--- config.mk ---
export PLATFORM = sky130hd
export DESIGN_NAME = multicycle_controller
export DESIGN_NICKNAME = d
export VERILOG_FILES = /design/src/rtl/riscv_ctrl_pkg.sv /design/src/rtl/aludec.sv /design/src/rtl/multicycle_controller.sv
export SDC_FILE = /design/constraint.sdc
export NUM_CORES = 1
export LEC_CHECK = 0
export ABC_CLOCK_PERIOD_IN_PS = 2510
export BUFFER_PORTS_ARGS = -buffer_cell sky130_fd_sc_hd__buf_2
export CAP_MARGIN = 10
export CORE_AREA = 8 8 79 81
export CTS_BUF_LIST = sky130_fd_sc_hd__clkbuf_2
export DETAILED_ROUTE_END_ITERATION = 10
export DIE_AREA = 0 0 87 89
export GPL_TIMING_DRIVEN = 0
export PLACE_DENSITY = 0.8
export SYNTH_ARGS = -nofsm -noshare
export SYNTH_HDL_FRONTEND = slang
export SYNTH_HIERARCHICAL = 1
export SYNTH_SLANG_ARGS = --single-unit
export TNS_END_PERCENT = 10
--- constraint.sdc ---
create_clock -name clk -period 2.51 [get_ports clk]
set_input_delay 0.753 -clock clk [delete_from_list [all_inputs] [get_ports clk]]
set_output_delay 0.753 -clock clk [all_outputs]
set_load 0.01 [all_outputs]
--- src/rtl/riscv_ctrl_pkg.sv ---
// Shared encodings for the multicycle RV32I controller: FSM states, opcodes,
// datapath mux selects, ALU operation classes and ALU control codes.
package riscv_ctrl_pkg;

  typedef enum logic [3:0] {
    FETCH, DECODE, MEMADR, MEMREAD, MEMWB, MEMWRITE, EXECR, EXECI,
    ALUWB, JAL, JALR, JALR2, BRANCH, LUI, AUIPC, TRAP
  } state_t;

  localparam logic [6:0] OP_LOAD   = 7'b0000011;
  localparam logic [6:0] OP_STORE  = 7'b0100011;
  localparam logic [6:0] OP_R      = 7'b0110011;
  localparam logic [6:0] OP_I      = 7'b0010011;
  localparam logic [6:0] OP_JAL    = 7'b1101111;
  localparam logic [6:0] OP_JALR   = 7'b1100111;
  localparam logic [6:0] OP_LUI    = 7'b0110111;
  localparam logic [6:0] OP_AUIPC  = 7'b0010111;
  localparam logic [6:0] OP_BRANCH = 7'b1100011;

  typedef enum logic [1:0] {
    ALUOP_ADD   = 2'b00,
    ALUOP_SUB   = 2'b01,
    ALUOP_FUNCT = 2'b10
  } aluop_t;

  localparam logic [1:0] RES_ALUOUT    = 2'b00;
  localparam logic [1:0] RES_READDATA  = 2'b01;
  localparam logic [1:0] RES_ALURESULT = 2'b10;
  localparam logic [1:0] RES_IMMEXT    = 2'b11;

  localparam logic [1:0] SRCA_PC    = 2'b00;
  localparam logic [1:0] SRCA_OLDPC = 2'b01;
  localparam logic [1:0] SRCA_RD1   = 2'b10;

  localparam logic [1:0] SRCB_RD2  = 2'b00;
  localparam logic [1:0] SRCB_IMM  = 2'b01;
  localparam logic [1:0] SRCB_FOUR = 2'b10;

  localparam logic [2:0] IMM_I = 3'b000;
  localparam logic [2:0] IMM_S = 3'b001;
  localparam logic [2:0] IMM_B = 3'b010;
  localparam logic [2:0] IMM_J = 3'b011;
  localparam logic [2:0] IMM_U = 3'b100;

  localparam logic [3:0] ALU_ADD  = 4'd0;
  localparam logic [3:0] ALU_SUB  = 4'd1;
  localparam logic [3:0] ALU_AND  = 4'd2;
  localparam logic [3:0] ALU_OR   = 4'd3;
  localparam logic [3:0] ALU_XOR  = 4'd4;
  localparam logic [3:0] ALU_SLT  = 4'd5;
  localparam logic [3:0] ALU_SLTU = 4'd6;
  localparam logic [3:0] ALU_SLL  = 4'd7;
  localparam logic [3:0] ALU_SRL  = 4'd8;
  localparam logic [3:0] ALU_SRA  = 4'd9;

  // Immediate format is a pure function of the opcode, independent of state.
  function automatic logic [2:0] imm_src(input logic [6:0] op);
    case (op)
      OP_STORE:         return IMM_S;
      OP_BRANCH:        return IMM_B;
      OP_JAL:           return IMM_J;
      OP_LUI, OP_AUIPC: return IMM_U;
      default:          return IMM_I;
    endcase
  endfunction

endpackage

--- src/rtl/aludec.sv ---
// ALU decoder: maps the controller's ALU operation class plus the
// instruction's funct fields onto a concrete ALU control code.
module aludec
  import riscv_ctrl_pkg::*;
(
  input  logic       opb5,
  input  logic [2:0] funct3,
  input  logic       funct7b5,
  input  aluop_t     aluop,
  output logic [3:0] alu_control
);

  always_comb begin
    alu_control = ALU_ADD;
    case (aluop)
      ALUOP_ADD: alu_control = ALU_ADD;
      ALUOP_SUB: alu_control = ALU_SUB;
      ALUOP_FUNCT: begin
        case (funct3)
          // Only R-type has a sub; in OP-IMM instr[30] is an immediate bit.
          3'b000:  alu_control = (opb5 && funct7b5) ? ALU_SUB : ALU_ADD;
          3'b001:  alu_control = ALU_SLL;
          3'b010:  alu_control = ALU_SLT;
          3'b011:  alu_control = ALU_SLTU;
          3'b100:  alu_control = ALU_XOR;
          3'b101:  alu_control = funct7b5 ? ALU_SRA : ALU_SRL;
          3'b110:  alu_control = ALU_OR;
          default: alu_control = ALU_AND;
        endcase
      end
      default: alu_control = ALU_ADD;
    endcase
  end

endmodule

--- src/rtl/multicycle_controller.sv ---
// Multicycle RV32I control FSM sequencing a shared-ALU, shared-memory
// datapath, with a memory handshake, retired-instruction counter and trap.
module multicycle_controller
  import riscv_ctrl_pkg::*;
#(
  parameter int CNT_W = 32
) (
  input  logic             clk,
  input  logic             reset,
  input  logic [6:0]       op,
  input  logic [2:0]       funct3,
  input  logic             funct7b5,
  input  logic             Zero,
  input  logic             MemReady,
  output logic             MemReq,
  output logic             MemWrite,
  output logic             AdrSrc,
  output logic             IRWrite,
  output logic             PCWrite,
  output logic             RegWrite,
  output logic [1:0]       ResultSrc,
  output logic [1:0]       ALUSrcA,
  output logic [1:0]       ALUSrcB,
  output logic [3:0]       ALUControl,
  output logic [2:0]       ImmSrc,
  output logic [1:0]       AccessMode,
  output logic             DataExtendMode,
  output logic             Illegal,
  output logic [CNT_W-1:0] InstRet
);

  state_t state, next_state;
  aluop_t aluop;

  // NOTE: sequential state uses non-blocking assignment so every register
  // samples the pre-edge value of every other register.
  always_ff @(posedge clk or posedge reset) begin
    if (reset) state <= FETCH;
    else       state <= next_state;
  end

  always_comb begin
    next_state = state;
    case (state)
      FETCH:    if (MemReady) next_state = DECODE;
      DECODE: begin
        case (op)
          OP_LOAD, OP_STORE: next_state = MEMADR;
          OP_R:              next_state = EXECR;
          OP_I:              next_state = EXECI;
          OP_JAL:            next_state = JAL;
          OP_JALR:           next_state = JALR;
          OP_LUI:            next_state = LUI;
          OP_AUIPC:          next_state = AUIPC;
          OP_BRANCH:         next_state = (funct3[2:1] == 2'b00) ? BRANCH : TRAP;
          default:           next_state = TRAP;
        endcase
      end
      MEMADR:   next_state = op[5] ? MEMWRITE : MEMREAD;
      MEMREAD:  if (MemReady) next_state = MEMWB;
      MEMWRITE: if (MemReady) next_state = FETCH;
      EXECR, EXECI, JAL, JALR2: next_state = ALUWB;
      JALR:     next_state = JALR2;
      MEMWB, ALUWB, BRANCH, LUI, AUIPC: next_state = FETCH;
      TRAP:     next_state = TRAP;
      default:  next_state = FETCH;
    endcase
  end

  // NOTE: every output gets a default before the case so no path through
  // this block leaves a signal unassigned and infers a latch.
  always_comb begin
    MemReq         = 1'b0;
    MemWrite       = 1'b0;
    AdrSrc         = 1'b0;
    IRWrite        = 1'b0;
    PCWrite        = 1'b0;
    RegWrite       = 1'b0;
    ResultSrc      = RES_ALUOUT;
    ALUSrcA        = SRCA_PC;
    ALUSrcB        = SRCB_RD2;
    aluop          = ALUOP_ADD;
    AccessMode     = 2'b00;
    DataExtendMode = 1'b0;
    Illegal        = 1'b0;
    case (state)
      FETCH: begin
        MemReq = 1'b1;
        if (MemReady) begin
          IRWrite   = 1'b1;
          PCWrite   = 1'b1;
          ALUSrcB   = SRCB_FOUR;
          ResultSrc = RES_ALURESULT;
        end
      end
      DECODE: begin
        ALUSrcA = SRCA_OLDPC;
        ALUSrcB = SRCB_IMM;
      end
      MEMADR, JALR: begin
        ALUSrcA = SRCA_RD1;
        ALUSrcB = SRCB_IMM;
      end
      MEMREAD: begin
        MemReq         = 1'b1;
        AdrSrc         = 1'b1;
        AccessMode     = funct3[1:0];
        DataExtendMode = funct3[2];
      end
      MEMWB: begin
        ResultSrc = RES_READDATA;
        RegWrite  = 1'b1;
      end
      MEMWRITE: begin
        MemReq     = 1'b1;
        MemWrite   = 1'b1;
        AdrSrc     = 1'b1;
        AccessMode = funct3[1:0];
      end
      EXECR: begin
        ALUSrcA = SRCA_RD1;
        aluop   = ALUOP_FUNCT;
      end
      EXECI: begin
        ALUSrcA = SRCA_RD1;
        ALUSrcB = SRCB_IMM;
        aluop   = ALUOP_FUNCT;
      end
      ALUWB, AUIPC: RegWrite = 1'b1;
      // Redirect PC to the target held in ALUOut while the ALU forms OldPC+4.
      JAL, JALR2: begin
        PCWrite = 1'b1;
        ALUSrcA = SRCA_OLDPC;
        ALUSrcB = SRCB_FOUR;
      end
      BRANCH: begin
        ALUSrcA = SRCA_RD1;
        aluop   = ALUOP_SUB;
        PCWrite = Zero ^ funct3[0];
      end
      LUI: begin
        ResultSrc = RES_IMMEXT;
        RegWrite  = 1'b1;
      end
      TRAP:    Illegal = 1'b1;
      default: ;
    endcase
  end

  assign ImmSrc = imm_src(op);

  aludec u_aludec (
    .opb5        (op[5]),
    .funct3      (funct3),
    .funct7b5    (funct7b5),
    .aluop       (aluop),
    .alu_control (ALUControl)
  );

  // An instruction retires on the edge that returns the FSM to FETCH.
  always_ff @(posedge clk or posedge reset) begin
    if (reset)
      InstRet <= '0;
    else if (state != FETCH && next_state == FETCH)
      InstRet <= InstRet + CNT_W'(1);
  end

endmodule
==> results.py <==
metrics = {
    "synthesis": {
        "yosysSeqAreaShare": 0.378,
        "synth_compound_area_frac": 0.0945,
        "synth_top_family_by_area": "simple AND/OR/NAND/NOR gates",
        "yosys.area.top_type_share": 0.378,
        "synth-xor-area-share": 0.121,
        "async_reset_ff_frac": 1.00,
        "syn_avg_cell_area_sq_um": 9.13,
        "synthTopCellsByArea": "dfrtp_1, xnor2_1, nand4_1",
        "synth.area.mux_share": 0.00473,
        "synthSimpleGateAreaFrac": 0.334,
        "synth_cell_types": 53,
        "synthFlopType": "dfrtp_1",
        "syn_inst": 261,
        "yosysWarnings": 6,
        "synth_top_area_cell": "dfrtp_1",
        "synth-edff-count": 0,
        "ys_ff_latch": 36,
        "synthAdderAreaFrac": 0.0158,
        "synthesis.area_sq_um": 2380,
        "synth_nets": 279,
    },
    "power_and_ir_drop": {
        "internal_power_w": 0.00155,
        "vdd.ir_drop.worst_mv": 0.804,
        "power.switching_w": 0.00121,
        "clkPwrFrac": 0.132,
        "leakage_nw": 1.60,
        "switching_share": 0.438,
        "power_frac_seq": 0.269,
        "power_density_nw_per_um2": 853,
        "pwr-share-comb": 0.598,
    },
    "critical_path": {
        "cpPeakStageDelay_ps": 480,
        "arrival_ps": 1920,
        "critPathBufInv": 3,
        "path_cells": "buf_6 -> nor2_4 -> and3_4 -> inv_2 -> ha_4 -> nand2b_4 -> nor3_2 -> buf_2",
        "worstPathRequired_ps": 1760,
        "crit_path_max_fanout": 3,
        "worstSetupPathType": "flip-flop to output port",
        "start_kind": "flip-flop",
        "cp_slowest_cell": "dfrtp_2",
        "cp_top_family": "simple AND/OR/NAND/NOR gates",
        "endpoint_kind": "output port",
    },
    "finish": {
        "instances_no_fill": 418,
        "final_nets": 365,
        "area_growth_pct": 35.9,
        "drive_gt1_frac": 0.397,
        "antenna-diode-count": 0,
    },
    "sta": {
        "finalSetupTns_ps": -614,
        "slew_headroom": 0.521,
        "finalSetupViolations": 6,
        "worst_pin_slew_ps": 718,
        "rsz0062_at_grt": "true",
        "slew_viol_final": 0,
        "hold_violations": 0,
        "final.min_clock_period_ps": 2670,
        "fmax_mhz": 375,
        "hold-worst-slack_ps": 446,
        "fin_ws_ps": -159,
        "finalCritPeriodShare": 1.06,
        "fin_skew_ps": 12.9,
    },
    "clocking": {
        "clk_pin_slew_ps": 190,
        "cts.sink_count": 36,
        "cts_root_buf": "clkbuf_2",
        "cts_tree": "built",
        "holdBufCountCts": 0,
        "clock_latency_ps": 380,
        "cts_made_buffers": 5,
        "cts_buffer_depth": 2,
        "cts-htree-levels": 2,
    },
    "global_routing": {
        "grtUsageTotal": 0.174,
        "antenna_found_initial": 0,
        "grt_pass1_vias": 2320,
        "overflow": 0,
        "grt_max_degree": 21,
        "grt_pass1_wl_um": 10900,
    },
    "detailed_routing": {
        "wire_per_inst_um": 15.9,
        "drc_errors": 0,
        "drt-vias-per-instance": 5.53,
        "routed_wl_um": 6630,
        "ant_nets": 0,
        "vias": 2313,
        "drt_iter0_drc": 121,
        "first_pass_iters": 4,
    },
    "outcome": {
        "violations": "negative setup slack",
        "run_status": "finished, violations left",
    },
    "min_path": {
        "hold_path_class": "input pin to async pin",
    },
    "floorplan": {
        "num_rows": 26,
        "die_y_um": 89,
        "coreArea_sq_um": 4980,
        "initial_core_util": 0.479,
        "ios": 70,
        "die-area_sq_um": 7740,
        "die_x_um": 87,
    },
    "placed_design": {
        "place_congestion": 0.854,
        "portBuffers": 67,
        "post-place-ws_ps": -310,
        "hpwl_um": 4740,
        "place_inst": 399,
    },
    "flow_run": {
        "cap_violations": 0,
    },
}
[per-stage QoR]
step / area [sq um] / power, W / utilization
after global routing: 3240 / 0.00293 / 0.650
after floorplan: 2470 / 0.00164 / -
after CTS: 3130 / 0.00259 / 0.629
after global placement: 2890 / 0.00201 / 0.581
after detailed placement: 2920 / 0.00204 / 0.586
final: 3240 / 0.00276 / 0.650
[power by group through the flow]
stage | Clock (W) | Sequential, W | Combinational [W]
floorplan | 0 | 0.000731 | 0.000913
global placement | 0 | 0.000722 | 0.00129
detailed placement | 0 | 0.000727 | 0.00131
CTS | 0.000378 | 0.000738 | 0.00147
global route | 0.000393 | 0.000755 | 0.00178
finish | 0.000365 | 0.000744 | 0.00165
[layout by cell type (no fill, tap or decap), types with 5 or more instances in the layout]
| cell | Yosys | routed |
|---|---|---|
| buf_2 | 7 | 67 |
| xnor2_1 | 28 | 28 |
| buf_4 | 0 | 13 |
| xor2_1 | 5 | 5 |
| dfrtp_1 | 36 | 32 |
| and2_1 | 9 | 9 |
| nand3_1 | 11 | 10 |
| nand2_1 | 15 | 14 |
| and3_1 | 12 | 11 |
| inv_1 | 12 | 9 |
| nand4_1 | 20 | 20 |
| nand2b_1 | 8 | 5 |
| buf_6 | 1 | 5 |
| and4_1 | 9 | 9 |
| a21oi_1 | 7 | 6 |
| clkbuf_2 | 1 | 6 |
| nor2_1 | 15 | 11 |
[kinds of logic after synthesis]
family / Yosys count
and+or+nand+nor: 128
muxes: 1
DFF: 36
adders and majority gates: 3
xor gates and xnor gates: 33
AOI/OAI and AO/OA: 32
buffers and inverters: 28
[sequential cells by signal, indices dropped and copies added (netlist names)]
signal / flops
InstRet: 32
state: 4
[area by class of cell]
cell class	instances	area, sq um
inverters	12	52.6
plain buffers	13	120
flip-flops and latches	36	906
clock buffers	5	25.0
well taps	70	87.6
repair buffers	82	498
clock inverters	3	42.5
fillers	424	1740
multi-input cells	197	1510
[routing by layer]
layer | vias to the layer above | global-route usage | part of all wire
met5 | - | 0 | 0
met4 | 0 | 0.0516 | 0.018
met3 | 15 | 0.0349 | 0.055
met1 | 1111 | 0.216 | 0.43
li1 | 1110 | - | -
met2 | 77 | 0.299 | 0.50
[synthesized netlist by cell type (all sizes together), types with 2 or more instances]
| master | instances |
|---|---|
| nand2 | 16 |
| a31oi | 3 |
| o21ai | 5 |
| a21oi | 7 |
| nand2b | 8 |
| and2 | 11 |
| and4 | 9 |
| and3 | 12 |
| nor4 | 2 |
| a21o | 2 |
| nor3b | 2 |
| inv | 12 |
| nor3 | 5 |
| xor2 | 5 |
| a211oi | 3 |
| nor2b | 4 |
| nand4 | 21 |
| clkbuf | 7 |
| ha | 3 |
| nand3b | 3 |
| dfrtp | 36 |
| xnor2 | 28 |
| or3 | 2 |
| or3b | 2 |
| nand3 | 11 |
| buf | 9 |
| nor2 | 15 |
| o22ai | 2 |
[what timing repair did]
| item | 4_1_cts | 5_1_grt |
|---|---|---|
| resized for setup | 27 | 16 |
| buffers inserted | 9 | 4 |
| setup endpoints to repair | 26 | 22 |
| pin swaps | 8 | 4 |
| cloned | 0 | 1 |
[worst paths after layout]
kind                                    startpoint                      end  slack, ps  depth (start not counted)
min in group clk           InstRet[31]$_DFFE_PP0P_  InstRet[31]$_DFFE_PP0P_        480                          1
max in group asynchronous                    reset  InstRet[20]$_DFFE_PP0P_       1520                          3
setup / recovery                state[1]$_DFF_PP0_            ALUControl[3]       -160                          8
setup reg to reg                state[2]$_DFF_PP0_   InstRet[1]$_DFFE_PP0P_        140                          9
hold reg to reg            InstRet[31]$_DFFE_PP0P_  InstRet[31]$_DFFE_PP0P_        480                          1
hold / removal                               reset  InstRet[13]$_DFFE_PP0P_        450                          2
(Power assumes the default switching activity.)
